File: config.mk
export PLATFORM = sky130hd
export DESIGN_NAME = button_debounce_capture_flat
export DESIGN_NICKNAME = d
export VERILOG_FILES = /design/src/rtl/button_debounce_capture_if.sv /design/src/rtl/button_debounce_capture.sv /design/src/flat_wrapper.sv
export SDC_FILE = /design/constraint.sdc
export NUM_CORES = 1
export LEC_CHECK = 0
export CORE_ASPECT_RATIO = 0.75
export CORE_MARGIN = 3
export CORE_UTILIZATION = 51
export CTS_CLUSTER_SIZE = 8
export DETAILED_ROUTE_END_ITERATION = 8
export PLACE_DENSITY = 0.76
export SLEW_MARGIN = 20
export SYNTH_ARGS = -nofsm -noshare
export SYNTH_HDL_FRONTEND = slang
export SYNTH_SLANG_ARGS = --single-unit
export TNS_END_PERCENT = 10
File: constraint.sdc
create_clock -name ti_clk -period 2.6 [get_ports ti_clk]
set_clock_uncertainty 0.05 [all_clocks]
set_input_delay 0.39 -clock ti_clk [delete_from_list [all_inputs] [get_ports ti_clk]]
set_output_delay 0.39 -clock ti_clk [all_outputs]
set_load 0.1 [all_outputs]
File: src/rtl/button_debounce_capture_if.sv
// Status bundle between the push-button conditioner and the okWireOut/WireIn host side.
// The conditioner uses the slave modport; the host side uses the master modport.
`default_nettype none
`timescale 1ns/1ps

interface button_debounce_capture_if #(
   parameter int N_BTN = 4
) ();
   logic [N_BTN-1:0] button;
   logic [N_BTN-1:0] event_clear;
   logic             count_clear;
   logic [N_BTN-1:0] btn_level;
   logic [N_BTN-1:0] btn_event;
   logic [N_BTN-1:0] press_pulse;
   logic             irq;
   logic [15:0]      status_word;

   modport slave (
      input  button, event_clear, count_clear,
      output btn_level, btn_event, press_pulse, irq, status_word
   );

   modport master (
      output button, event_clear, count_clear,
      input  btn_level, btn_event, press_pulse, irq, status_word
   );
endinterface

`default_nettype wire

File: src/rtl/button_debounce_capture.sv
// =====================================================================
// button_debounce_capture: sync, debounce and sticky press capture for
// active-low buttons. Optional macro BTN_PRESS_COUNT_EN adds press_total.
// Revision: 1.0
// =====================================================================
`default_nettype none
`timescale 1ns/1ps

module button_debounce_capture #(
   parameter int N_BTN           = 4,
   parameter int DEBOUNCE_CYCLES = 50000
) (
   input  logic                    ti_clk,
   input  logic                    reset,
   button_debounce_capture_if.slave bus
);
   localparam int               CNT_W   = $clog2(DEBOUNCE_CYCLES);
   localparam logic [CNT_W-1:0] CNT_MAX = CNT_W'(DEBOUNCE_CYCLES - 1);

   logic [N_BTN-1:0] sync1_q, sync2_q;
   logic [N_BTN-1:0] s;
   logic [N_BTN-1:0] lvl_q, lvl_d;
   logic [N_BTN-1:0] pulse_q, pulse_d;
   logic [N_BTN-1:0] ev_q, ev_d;
   logic             irq_q;
   logic [7:0]       press_total;

   assign s = ~sync2_q;

   for (genvar i = 0; i < N_BTN; i++) begin : g_debounce
      logic [CNT_W-1:0] cnt_q, cnt_d;

      assign lvl_d[i] = (s[i] != lvl_q[i] && cnt_q == CNT_MAX) ? s[i] : lvl_q[i];

      always_comb begin
         cnt_d = '0;
         if (s[i] != lvl_q[i] && cnt_q != CNT_MAX)
            cnt_d = cnt_q + CNT_W'(1);
      end

      always_ff @(posedge ti_clk or posedge reset) begin
         if (reset) cnt_q <= '0;
         else       cnt_q <= cnt_d;
      end
   end

   // Set has priority over a coincident host clear so no press is lost.
   assign pulse_d = lvl_d & ~lvl_q;
   assign ev_d    = (ev_q & ~bus.event_clear) | pulse_d;

   always_ff @(posedge ti_clk or posedge reset) begin
      if (reset) begin
         sync1_q <= '1;
         sync2_q <= '1;
         lvl_q   <= '0;
         pulse_q <= '0;
         ev_q    <= '0;
         irq_q   <= 1'b0;
      end else begin
         sync1_q <= bus.button;
         sync2_q <= sync1_q;
         lvl_q   <= lvl_d;
         pulse_q <= pulse_d;
         ev_q    <= ev_d;
         irq_q   <= |ev_q;
      end
   end

`ifdef BTN_PRESS_COUNT_EN
   logic [7:0] total_q, total_d;
   logic [3:0] pop;
   logic [8:0] sum;

   always_comb begin
      pop = '0;
      for (int i = 0; i < N_BTN; i++)
         pop = pop + 4'(pulse_q[i]);
      sum = {1'b0, total_q} + 9'(pop);
      if (bus.count_clear) total_d = 8'(pop);
      else if (sum[8])     total_d = 8'hFF;
      else                 total_d = sum[7:0];
   end

   always_ff @(posedge ti_clk or posedge reset) begin
      if (reset) total_q <= '0;
      else       total_q <= total_d;
   end

   assign press_total = total_q;
`else
   logic unused_count_clear;
   assign unused_count_clear = bus.count_clear;
   assign press_total        = 8'h00;
`endif

   assign bus.btn_level   = lvl_q;
   assign bus.btn_event   = ev_q;
   assign bus.press_pulse = pulse_q;
   assign bus.irq         = irq_q;
   assign bus.status_word = {press_total, 4'(ev_q), 4'(lvl_q)};

endmodule

`default_nettype wire

File: src/flat_wrapper.sv
// flat-port wrapper written by rule: the top's interface ports become plain ports
module button_debounce_capture_flat 
#(
   parameter int N_BTN           = 4,
   parameter int DEBOUNCE_CYCLES = 50000
)
  (ti_clk, reset, bus_button, bus_event_clear, bus_count_clear, bus_btn_level, bus_btn_event, bus_press_pulse, bus_irq, bus_status_word);
  button_debounce_capture_if #(.N_BTN(N_BTN)) bus_i ();
  input  logic ti_clk;
  input  logic reset;
  input wire logic [$bits(bus_i.button)-1:0] bus_button;
  input wire logic [$bits(bus_i.event_clear)-1:0] bus_event_clear;
  input wire logic [$bits(bus_i.count_clear)-1:0] bus_count_clear;
  output wire logic [$bits(bus_i.btn_level)-1:0] bus_btn_level;
  output wire logic [$bits(bus_i.btn_event)-1:0] bus_btn_event;
  output wire logic [$bits(bus_i.press_pulse)-1:0] bus_press_pulse;
  output wire logic [$bits(bus_i.irq)-1:0] bus_irq;
  output wire logic [$bits(bus_i.status_word)-1:0] bus_status_word;
  assign bus_i.button = bus_button;
  assign bus_i.event_clear = bus_event_clear;
  assign bus_i.count_clear = bus_count_clear;
  assign bus_btn_level = bus_i.btn_level;
  assign bus_btn_event = bus_i.btn_event;
  assign bus_press_pulse = bus_i.press_pulse;
  assign bus_irq = bus_i.irq;
  assign bus_status_word = bus_i.status_word;
  button_debounce_capture #(.N_BTN(N_BTN), .DEBOUNCE_CYCLES(DEBOUNCE_CYCLES)) u_core (.ti_clk(ti_clk), .reset(reset), .bus(bus_i));
endmodule
# ---- Yosys cells after proc, flatten, opt, wreduce, memory -nomap -nowiden
# Index checks and enable logic that the tools add are counted.
dict set report totals {
  regBits 85
  elab_cells 49
}
dict set report op_classes {
  reduce_logical 9
  addsub 4
  n_bitwise 6
  n_mux 8
  n_eq_ne 12
}
# cell count
set op_table {}
lappend op_table {{16-bit by 1-bit adder with 16-bit output, second input constant} 4}
lappend op_table {{16-bit equality test, second input constant} 4}
lappend op_table {{16-bit 2-to-1 mux} 4}
lappend op_table {{16-bit inequality test, second input constant} 4}
lappend op_table {{4-bit inverter} 3}
lappend op_table {{4-bit AND} 2}
lappend op_table {{1-bit logical AND} 8}
lappend op_table {{1-bit 2-to-1 mux} 4}
lappend op_table {{1-bit inequality test} 4}
lappend op_table {{4-bit OR} 1}
lappend op_table {{4-bit OR reduction} 1}

# ---- Depth between registers and ports, before layout
# Gate-level depths: netlist of the first run.
dict set report depth {
  word_depth 6
  mapped_depth 6
}

# ---- Worst setup path before layout of the first run
# OpenSTA, ideal clock, no wires.
dict set report synth_timing {
  path_kind {reg2reg}
  startpoint {register u_core.g_debounce[2].cnt_q[13]}
  endpoint {register u_core.g_debounce[2].cnt_q[1]}
  t_required_ns 2.430
  n_path_buf 0
  stages_incl_launch_ff 5
  arrival_ns 1.875
  setup_slack_ns 0.554
  synth_period_minus_slack_ns 2.046
  path_cell_list {dfrtp_1 or4_1 or4_4 or2_4 and3_2}
}
dict set report synth_via {
  elab_chain_len 3
}
# item line_no
set synth_lines {}
lappend synth_lines {{start: declaration} button_debounce_capture.sv:31} ;# logic [CNT_W-1:0] cnt_q, cnt_d;
lappend synth_lines {{start signal: assignment} button_debounce_capture.sv:43} ;# else cnt_q <= cnt_d;
lappend synth_lines {{16-bit inequality test} button_debounce_capture.sv:37} ;# if (s[i] != lvl_q[i] && cnt_q != CNT_MAX)
lappend synth_lines {{1-bit logical AND} button_debounce_capture.sv:37}
lappend synth_lines {{16-bit 2-to-1 mux} button_debounce_capture.sv:37}
lappend synth_lines {{named net u_core.g_debounce[2].cnt_d[1]} button_debounce_capture.sv:31}
# The timed path passes the listed nets, and every way through them passes these cells.

# ---- Final worst setup path of the first run
dict set report layout_timing {
  startpoint {register u_core.g_debounce[2].cnt_q[12]}
  endpoint {register u_core.g_debounce[2].cnt_q[6]}
}
# The elaborated chain is that of the path after synthesis.

==> results of run 1 <==
-- power groups by stage --
stage | combinational (mW) | sequential [mW] | clock (mW)
2_1_floorplan | 0.118 | 1.39 | 0
3_3_place_gp | 0.147 | 1.39 | 0
3_5_place_dp | 0.150 | 1.39 | 0
4_1_cts | 0.151 | 1.37 | 0.956
5_1_grt | 0.162 | 1.37 | 1.01
6_report | 0.147 | 1.37 | 0.920
-- layer usage --
metal  vias to the layer above  track usage [%]  routed length (um)
li1                       1346                -                   -
met1                      1310             23.5                3440
met2                        41             29.2                3410
met3                         4             6.60                 289
met4                         0             5.17                  49
met5                         -                0                   0
-- state kept, by name, summed over array words and instances, names as in the netlist --
name / flops
u_core.bus.irq: 1
u_core.bus.btn_event: 4
u_core.g_debounce.cnt_q: 64
u_core.bus.btn_level: 4
u_core.sync1_q: 4
u_core.sync2_q: 4
u_core.bus.press_pulse: 4
-- layout make-up --
class / count / area (um2) / share of cell area [%]
inverters: 19 / 75.1 / 1.68
well taps: 101 / 126 / 2.82
flip-flops and latches: 85 / 2140 / 47.7
clock buffers: 14 / 163 / 3.63
clock inverters: 1 / 30.0 / 0.671
repair buffers: 37 / 325 / 7.26
multi-input cells: 268 / 1620 / 36.2
-- kinds of logic (layout without fill, tap and decap cells) --
| family | Yosys count | count (layout) |
|---|---|---|
| AOI/OAI and AO/OA | 14 | 14 |
| other | 1 | 8 |
| xor gates and xnor gates | 59 | 59 |
| muxes | 1 | 1 |
| buffers and inverters | 39 | 71 |
| and+or+nand+nor | 182 | 182 |
| adders and majority gates | 4 | 4 |
| DFF | 85 | 85 |
-- worst max path at each step --
| stage | to | slack [ns] | cells past startpoint |
|---|---|---|---|
| global placement | u_core.g_debounce[2].cnt_q[5] | 0.49 | 4 |
| finish | u_core.g_debounce[2].cnt_q[6] | 0.46 | 4 |
| global route | u_core.g_debounce[0].cnt_q[13] | 0.38 | 4 |
| detailed placement | u_core.g_debounce[2].cnt_q[13] | 0.47 | 4 |
| CTS | u_core.g_debounce[2].cnt_q[6] | 0.45 | 4 |
| floorplan | u_core.g_debounce[2].cnt_q[1] | 0.55 | 4 |
-- cell usage in the layout, fill, tap and decap left out, types with 5 or more instances in the layout --
master	synthesis	layout
buf_4	18	26
clkbuf_8	0	11
clkdlybuf4s50_1	0	9
conb_1	1	8
dfrtp_1	77	77
dfstp_2	8	8
inv_1	19	18
nand2_1	17	17
nand3_1	20	20
nand4_1	12	12
nor2_1	79	79
nor3_1	15	15
nor4_1	17	17
o21ai_0	5	5
or4_1	6	6
xnor2_1	54	54
xor2_1	5	5
-- critical path: cells and delay by family (launching register included) --
| kind | cells | cell delay [ns] |
|---|---|---|
| AND/OR/NAND/NOR | 3 | 1.17 |
| flip-flops | 1 | 0.42 |
| AO/OA/AOI/OAI | 1 | 0.37 |
==> key figures, run 1 <==
Run status
  – Run status: finished, final reports clean

Clock tree
  – CTS Buffer Depth: 2
  – CTS resizes: 0
  – Clock sinks: 85
  – Clk pin slew, worst setup/hold paths: 0.07 ns
  – CTS buffer count: 9
  – Hold_buf cts: 0
  – Post-CTS Setup Repair Bufs: 0
  – CTS root buf: clkbuf_8
  – TritonCTS clock tree: done
  – CTS H-tree depth: 3
  – Clk Latency, worst-skew pair: 0.35 ns

Layout
  – Filler Cell Count: 634
  – Post-Route Utilization: 60.3%
  – Fin nets: 435
  – ANT cells: 0
  – Fin cells: 525
  – Layout area overhead: 13.5%
  – Share of cells above drive strength 1: 13.4%
  – Post-route cell area: 0.00448 mm2

Placement
  – Place WS: 0.467 ns
  – DP Cell Count: 510
  – Routability congestion estimate: 0.822
  – Hpwl dp: 5020 um
  – Placed cell area: 0.00429 mm2
  – I/O Buffers: 30

Logic synthesis
  – Largest family of logic cells by synthesized area: simple AND/OR/NAND/NOR gates
  – Post-synth top area share: 48.8%
  – Mapped Area: 0.00395 mm2
  – Adder-cell share of the synthesized area: 1.27%
  – Synth Flop Type: dfrtp_1
  – Top cells by instance count after synthesis: nor2_1, dfrtp_1, xnor2_1
  – Synth Area in Compound Gates: 2.92%
  – Mapped Avg Cell Area: 10.3 um2
  – Sequential area share after synthesis: 54.2%
  – Count leader, synth: nor2_1
  – Xor and xnor area share after synthesis: 13.1%
  – Cell count after synthesis: 385
  – Largest cells by area after synthesis: dfrtp_1, xnor2_1, nor2_1
  – EDFF count, synth: 0
  – Yosys reg bits: 85
  – Netlist cell types: 40
  – Yosys top cell by area: dfrtp_1
  – Synth Area in Simple Gates: 22.8%
  – Async S/R FF share, synth: 100%
  – Synth warn: 0
  – Mux share of post-synthesis cell area: 0.254%

Die
  – Starting density of the core: 53.1%
  – Die H: 82.2 um
  – Core ar.: 0.00743 mm2
  – # IOs: 40
  – # rows: 27
  – Die area: 0.00884 mm2
  – Die Width: 108 um

Power
  – Reg power frac: 56.2%
  – NetSw: 0.552 mW
  – Int Pwr: 1.88 mW
  – Pleak: 1.84 nW
  – Switching Fraction: 22.7%
  – Power density cells: 544 mW/mm2
  – Comb power frac: 6.1%
  – Total Power: 2.43 mW
  – Clock power frac: 37.8%
  – Worst ir drop on vdd: 0.441 mV

Worst setup path
  – Slowest cell on crit path: or4_4
  – Crit-path max cell delay: 0.55 ns
  – Crit-path cells: or4_1 > or4_4 > o21ai_4 > nor2_1
  – Crit-path max FO: 15
  – Critical Path End Type: flip-flop
  – Worst r2r src: u_core.g_debounce[2].cnt_q[12]
  – Reg-to-reg slack, setup: 0.46 ns
  – Data arrival, critical path: 2.31 ns
  – Req. time, crit path: 2.77 ns
  – R2R cell count: 4
  – Crit Path Category: reg -> reg
  – FF-to-FF End: u_core.g_debounce[2].cnt_q[6]
  – CP startpoint: u_core.g_debounce[2].cnt_q[12]
  – CP startpoint kind: flip-flop

Timing
  – Hold Fails Final Rpt: 0
  – Final WS setup: 0.458 ns
  – Max_slew headroom: 56.2%
  – RSZ-0062 raised after global routing: false
  – Fin crit share: 82.4%
  – Slew @ Worst Pin: 0.656 ns
  – Post-layout min period: 2.14 ns
  – Max Clk Rate: 467 MHz
  – Final hold slack: 0.308 ns
  – Final Setup Violations: 0
  – Slew Viols, Final: 0
  – TNS Setup: 0 ns

Routing
  – Initial DRC count: 101
  – DRT Pass-1 Iters: 4
  – DRC viols: 0
  – Vias per cell: 5.14
  – Routed wire per std cell: 13.7 um
  – Vias: 2701
  – Final WL: 7190 um
  – Post-DRT Antenna Nets: 0

GRT
  – Vias in the first global route: 2670
  – Remaining Overflow, GRT: 0
  – Initial antenna violation count: 0
  – First-pass GRT wire length: 12500 um
  – Largest net degree at the start of global routing: 30
  – All-Layer GR Usage: 18.2%

Hold path
  – WHS Path Cells: 0
  – Critical hold path startpoint: u_core.sync1_q[2]
  – Hold Path End: u_core.sync2_q[2]
  – HP Class: reg -> reg

Job
  – Max-cap check violation count: 0
Note: power is estimated with default switching activity, not from simulation.
==> run 2, diff against run 1 <==
clock period = 1.85 ns   (was 2.6 ns; I/O delays follow)
==> run 2 against run 1 <==
Net effect:
- the flow now finishes with violations (setup timing)
- global-route usage increased by 0.45 points
- die area unchanged
- register-to-register slack got worse by 0.70 ns
- sequential cell count unchanged
- design area increased by 10%
- cell count increased by 6.3%
- critical path type unchanged
==> key figures, run 2 (synthesized netlist as in run 1, its figures left out) <==
Placement
  – Placed cell area: 0.00471 mm2 (+9.8%)
  – I/O Buffers: 30 (unchanged)
  – Routability congestion estimate: 0.864 (+5.1%)
  – Hpwl dp: 5460 um (+8.8%)
  – DP Cell Count: 541 (+6.1%)

Power
  – NetSw: 0.762 mW (+38%)
  – Worst ir drop on vdd: 0.445 mV (+0.89%)
  – Reg power frac: 59.3% (+3.1 points)
  – Power density cells: 655 mW/mm2 (+21%)
  – Pleak: 2.05 nW (+12%)
  – Total Power: 3.24 mW (+33%)
  – Clock power frac: 33.9% (-3.9 points)
  – Switching Fraction: 23.5% (+0.85 points)
  – Int Pwr: 2.48 mW (+32%)
  – Comb power frac: 6.8% (+0.7 points)

Routing
  – DRT Pass-1 Iters: 4 (unchanged)
  – WL met3: 290 um (+0.35%)
  – WL met2: 3610 um (+5.7%)
  – DRC viols: 0 (unchanged)
  – Routed length on met1: 3520 um (+2.4%)
  – Vias per cell: 5.14 (-0.17%)
  – Routed wire per std cell: 13.5 um (-1.5%)
  – Post-DRT Antenna Nets: 0 (unchanged)
  – Initial DRC count: 107 (+5.9%)
  – Final WL: 7530 um (+4.7%)
  – Uppermost layer routed: met4
  – Vias: 2866 (+6.1%)

Clock tree
  – Clk Latency, worst-skew pair: 0.35 ns (about the same)
  – CTS buffer count: 9 (unchanged)
  – CTS H-tree depth: 3 (unchanged)
  – CTS root buf: clkbuf_8
  – Clock sinks: 85 (unchanged)
  – Clk pin slew, worst setup/hold paths: 0.07 ns (about the same)
  – CTS Buffer Depth: 2 (unchanged)
  – TritonCTS clock tree: done

Layout
  – Layout area overhead: 25.3%
  – Fin nets: 468 (+7.6%)
  – Commonest non-fill, non-tap cell in the layout: nor2_1
  – Commonest cells after routing, fill and taps aside: nor2_1, dfrtp_1, xnor2_1
  – ANT cells: 0 (unchanged)
  – Max FFs per register: 64 (unchanged)
  – Post-route cell area: 0.00494 mm2 (+10%)
  – Filler Cell Count: 583 (-8.0%)
  – Fin cells: 558 (+6.3%)
  – Most flops, register: u_core.g_debounce.cnt_q
  – Share of cells above drive strength 1: 21.4% (+8.0 points)

Timing
  – Final WS setup: -0.237 ns (-0.695 ns)
  – RSZ-0062 raised after global routing: true
  – Fin crit share: 113% (+30 points)
  – Slew Viols, Final: 0 (unchanged)
  – Final hold slack: 0.281 ns (-0.0274 ns)
  – Post-layout min period: 2.09 ns (-0.0549 ns)
  – Final Setup Violations: 36 (+36)
  – Hold Fails Final Rpt: 0 (unchanged)
  – Max Clk Rate: 479 MHz (+2.6%)

Die
  – Core ar.: 0.00743 mm2 (unchanged)
  – Starting density of the core: 53.1% (unchanged)
  – Die H: 82.2 um (unchanged)
  – Die Width: 108 um (unchanged)
  – # IOs: 40 (unchanged)
  – # rows: 27 (unchanged)
  – Die area: 0.00884 mm2 (unchanged)

Worst setup path
  – Req. time, crit path: 2.04 ns (-0.73 ns)
  – CP startpoint kind: flip-flop
  – Critical Path End Type: flip-flop
  – Data arrival, critical path: 2.28 ns (-0.03 ns)
  – Crit-path max FO: 4 (-11)
  – Crit Path Category: reg -> reg

Run status
  – Run status: finished with violations
  – Failing checks: setup timing

Job
  – Max-cap check violation count: 0 (unchanged)

GRT
  – Largest net degree at the start of global routing: 86 (+190%)
  – Initial antenna violation count: 0 (unchanged)
  – First-pass GRT wire length: 12900 um (+3.5%)
  – All-Layer GR Usage: 18.6% (+0.45 points)
  – Vias in the first global route: 2775 (+3.9%)
  – Remaining Overflow, GRT: 0 (unchanged)

Hold path
  – HP Class: in -> reg
-- run 2: layer usage --
metal	up-vias	global-route usage, %
li1	1411	-
met1	1379	25.5
met2	64	29.6
met3	12	4.27
met4	0	6.56
met5	-	0
-- run 2: repair_timing --
| item | CTS | global route |
|---|---|---|
| hold buffers | 0 | 0 |
| setup buffers | 0 | 2 |
| resized for setup | 5 | 9 |
| setup endpoints to repair | 38 | 55 |
| pin swaps | 11 | 5 |
-- run 2: path summary, 6_finish.rpt --
| path | cells after the start | slack [ns] | end | startpoint |
|---|---|---|---|---|
| worst max-delay path | 4 | -0.24 | u_core.g_debounce[2].cnt_q[1] | u_core.g_debounce[2].cnt_q[5] |
| worst min-delay path | 1 | 0.28 | u_core.sync1_q[0] | bus_button[0] |
| worst max register to register | 4 | -0.24 | u_core.g_debounce[2].cnt_q[1] | u_core.g_debounce[2].cnt_q[5] |
| worst min register to register | 0 | 0.31 | u_core.sync2_q[1] | u_core.sync1_q[1] |
| max in group asynchronous | 3 | 1.04 | u_core.sync2_q[2] | reset |
| min in group asynchronous | 3 | 0.34 | u_core.g_debounce[3].cnt_q[2] | reset |
-- run 2: layout make-up --
class                      count  area, um2  area share [%]
sequential                    85       2140            43.2
inverter                      19       75.1            1.52
clock inverter                 2       10.0           0.202
multi-input combinational    268       1680            34.0
timing repair buffer          70        764            15.5
tap                          101        126            2.56
clock buffer                  13        149            3.01
-- run 2: worst max-delay path, cell delays in order, from the launching register on --
cell and delay (ns):
dfrtp_1 0.39, or4_4 0.54, or4_4 0.56, or2_4 0.27, and3_4 0.18
-- run 2: metrics by stage --
stage	utilization (%)	worst slack [ns]	TNS, ns
global placement	63.3	-0.191	-4.09
global route	66.5	-0.285	-5.69
CTS	65.7	-0.271	-4.64
floorplan	-	-0.196	-4.07
detailed placement	63.3	-0.274	-6.35
finish	66.5	-0.237	-3.97
-- run 2: power groups by stage --
stage	Sequential [mW]	Combinational, mW	Clock (mW)
floorplan	1.95	0.167	0
global placement	1.95	0.213	0
detailed placement	1.96	0.217	0
CTS	1.92	0.220	1.14
global route	1.92	0.241	1.23
finish	1.92	0.219	1.10
==> run 3, diff against run 2 <==
CORE_MARGIN = 2   (was 3)
CTS_CLUSTER_DIAMETER = 60   (was unset)
==> run 3 against run 2 <==
Net effect:
- the flow still finishes with violations (setup timing)
- combinational power hardly changed
- first-iteration DRC count rose by 7.5%
- cell count is 0.72% lower
- worst hold slack worse by 0.0034 ns
- core utilization rose by 0.62 points
- die area is 4.2% lower
==> key figures, run 3 (synthesized netlist as in run 1, its figures left out) <==
GRT
  – Vias in the first global route: 2859 (+3.0%)
  – Largest net degree at the start of global routing: 86 (unchanged)
  – Remaining Overflow, GRT: 0 (unchanged)
  – All-Layer GR Usage: 20.2% (+1.5 points)
  – First-pass GRT wire length: 13300 um (+3.3%)
  – Initial antenna violation count: 0 (unchanged)

Hold path
  – HP Class: in -> reg

Die
  – Starting density of the core: 53.1% (unchanged)
  – Die H: 80.2 um (-2.4%)
  – Die area: 0.00847 mm2 (-4.2%)
  – # IOs: 40 (unchanged)
  – # rows: 27 (unchanged)
  – Die Width: 106 um (-1.9%)
  – Core ar.: 0.00743 mm2 (unchanged)

Routing
  – DRC viols: 0 (unchanged)
  – Routed wire per std cell: 13.7 um (+1.9%)
  – Final WL: 7620 um (+1.1%)
  – Vias: 2895 (+1.0%)
  – Post-DRT Antenna Nets: 0 (unchanged)
  – DRT Pass-1 Iters: 4 (unchanged)
  – Initial DRC count: 115 (+7.5%)
  – Vias per cell: 5.23 (+1.7%)

Placement
  – Hpwl dp: 5320 um (-2.5%)
  – Routability congestion estimate: 0.849 (-1.7%)
  – I/O Buffers: 30 (unchanged)
  – Place WS: -0.262 ns (+0.0116 ns)
  – DP Cell Count: 538 (-0.55%)

Timing
  – Max Clk Rate: 482 MHz (+0.52%)
  – Slew Viols, Final: 0 (unchanged)
  – Max_slew headroom: 61.8%
  – Hold Fails Final Rpt: 0 (unchanged)
  – Post-layout min period: 2.08 ns (-0.0108 ns)
  – Fin crit share: 112% (-0.58 points)
  – Final Setup Violations: 36 (unchanged)
  – RSZ-0062 raised after global routing: true
  – Final WS setup: -0.226 ns (+0.0108 ns)
  – Slew @ Worst Pin: 0.566 ns

Worst setup path
  – Req. time, crit path: 2.06 ns (+0.02 ns)
  – Crit Path Category: reg -> reg
  – Slowest cell on crit path: or4_4
  – CP startpoint kind: flip-flop
  – Crit-path cells: or4_4 > or4_4 > or2_4 > o32ai_2
  – Crit-path max cell delay: 0.56 ns (about the same)
  – Crit-path max FO: 4 (unchanged)
  – Worst path most repeated cell: or4_4
  – Data arrival, critical path: 2.28 ns (about the same)
  – Critical Path End Type: flip-flop

Layout
  – Layout area overhead: 26.4%
  – ANT cells: 0 (unchanged)
  – Commonest non-fill, non-tap cell in the layout: dfrtp_1
  – Fin cells: 554 (-0.72%)
  – Most flops, register: u_core.g_debounce.cnt_q
  – FF+latch area: 0.00214 mm2 (unchanged)
  – Post-Route Utilization: 67.1% (+0.62 points)
  – Multi-input gate area in the final layout: 0.00170 mm2 (+1.1%)
  – Commonest cells after routing, fill and taps aside: dfrtp_1, nor2_1, xnor2_1
  – Filler Cell Count: 561 (-3.8%)
  – Max FFs per register: 64 (unchanged)
  – Fin nets: 464 (-0.85%)
  – Share of cells above drive strength 1: 21.2% (-0.25 points)

Clock tree
  – CTS root buf: clkbuf_8
  – Hold_buf cts: 0 (unchanged)
  – TritonCTS clock tree: done
  – Clk pin slew, worst setup/hold paths: 0.08 ns (about the same)
  – Clk Latency, worst-skew pair: 0.35 ns (about the same)
  – CTS H-tree depth: 3 (unchanged)
  – Clock sinks: 85 (unchanged)
  – CTS buffer count: 9 (unchanged)
  – CTS Buffer Depth: 2 (unchanged)

Power
  – Worst ir drop on vdd: 0.448 mV (+0.56%)
  – Switching Fraction: 22.2% (-1.3 points)
  – Total Power: 3.54 mW (+9.3%)
  – Clock power frac: 39.5% (+5.6 points)
  – Int Pwr: 2.75 mW (+11%)
  – NetSw: 0.787 mW (+3.3%)
  – Pleak: 2.05 nW (about the same)
  – Reg power frac: 54.3% (-5.0 points)
  – Power density cells: 710 mW/mm2 (+8.3%)
  – Comb power frac: 6.2% (-0.6 points)

Run status
  – Run status: finished with violations
  – Failing checks: setup timing

Job
  – Max-cap check violation count: 0 (unchanged)
[run 3: final timing paths]
path / start / endpoint / slack, ns / depth (start not counted)
hold reg to reg: u_core.sync1_q[2] / u_core.sync2_q[2] / 0.31 / 0
setup / recovery: u_core.g_debounce[2].cnt_q[13] / u_core.bus.btn_event[2] / -0.23 / 4
setup reg to reg: u_core.g_debounce[2].cnt_q[13] / u_core.bus.btn_event[2] / -0.23 / 4
min in group asynchronous: reset / u_core.g_debounce[3].cnt_q[2] / 0.33 / 3
hold / removal: bus_button[1] / u_core.sync1_q[1] / 0.28 / 1
max in group asynchronous: reset / u_core.sync1_q[1] / 1.02 / 3
[run 3: critical path: cells and delay by family (launching register included)]
kind            cells  cell delay (ns)
flops               1             0.38
compound gates      1             0.20
simple gates        3             1.36
[run 3: layout make-up]
type | count | share of cell area, %
multi-input combinational | 268 | 34.1
sequential | 85 | 42.8
tap | 101 | 2.53
inverter | 19 | 1.50
timing repair buffer | 66 | 14.9
clock inverter | 2 | 1.20
clock buffer | 13 | 2.98
[run 3: repair_timing]
action / CTS / global route
setup buffers: 1 / 0
resized for setup: 8 / 9
pin swaps: 10 / 5
setup endpoints to repair: 49 / 65
[run 3: power groups by stage]
stage | combinational (mW) | clock [mW] | sequential [mW]
detailed placement | 0.214 | 0 | 1.96
finish | 0.219 | 1.40 | 1.92
global route | 0.242 | 1.53 | 1.93
floorplan | 0.167 | 0 | 1.95
CTS | 0.218 | 1.45 | 1.92
global placement | 0.210 | 0 | 1.95
[run 3: metrics by stage]
step	hold slack (ns)	TNS (ns)	cell area (um2)
floorplan	0.232	-4.07	3980
global placement	0.297	-4.08	4680
detailed placement	0.297	-6.11	4680
CTS	0.256	-4.27	4930
global route	0.256	-5.76	4990
finish	0.277	-3.82	4990
[run 3: routing by layer]
metal  GRT usage [%]  vias to the layer above  share of wire [%]
li1                -                     1408                  -
met1            26.3                     1445                 46
met2            33.2                       38                 50
met3            6.25                        4                3.5
met4            5.13                        0               0.75
met5               0                        -                  0
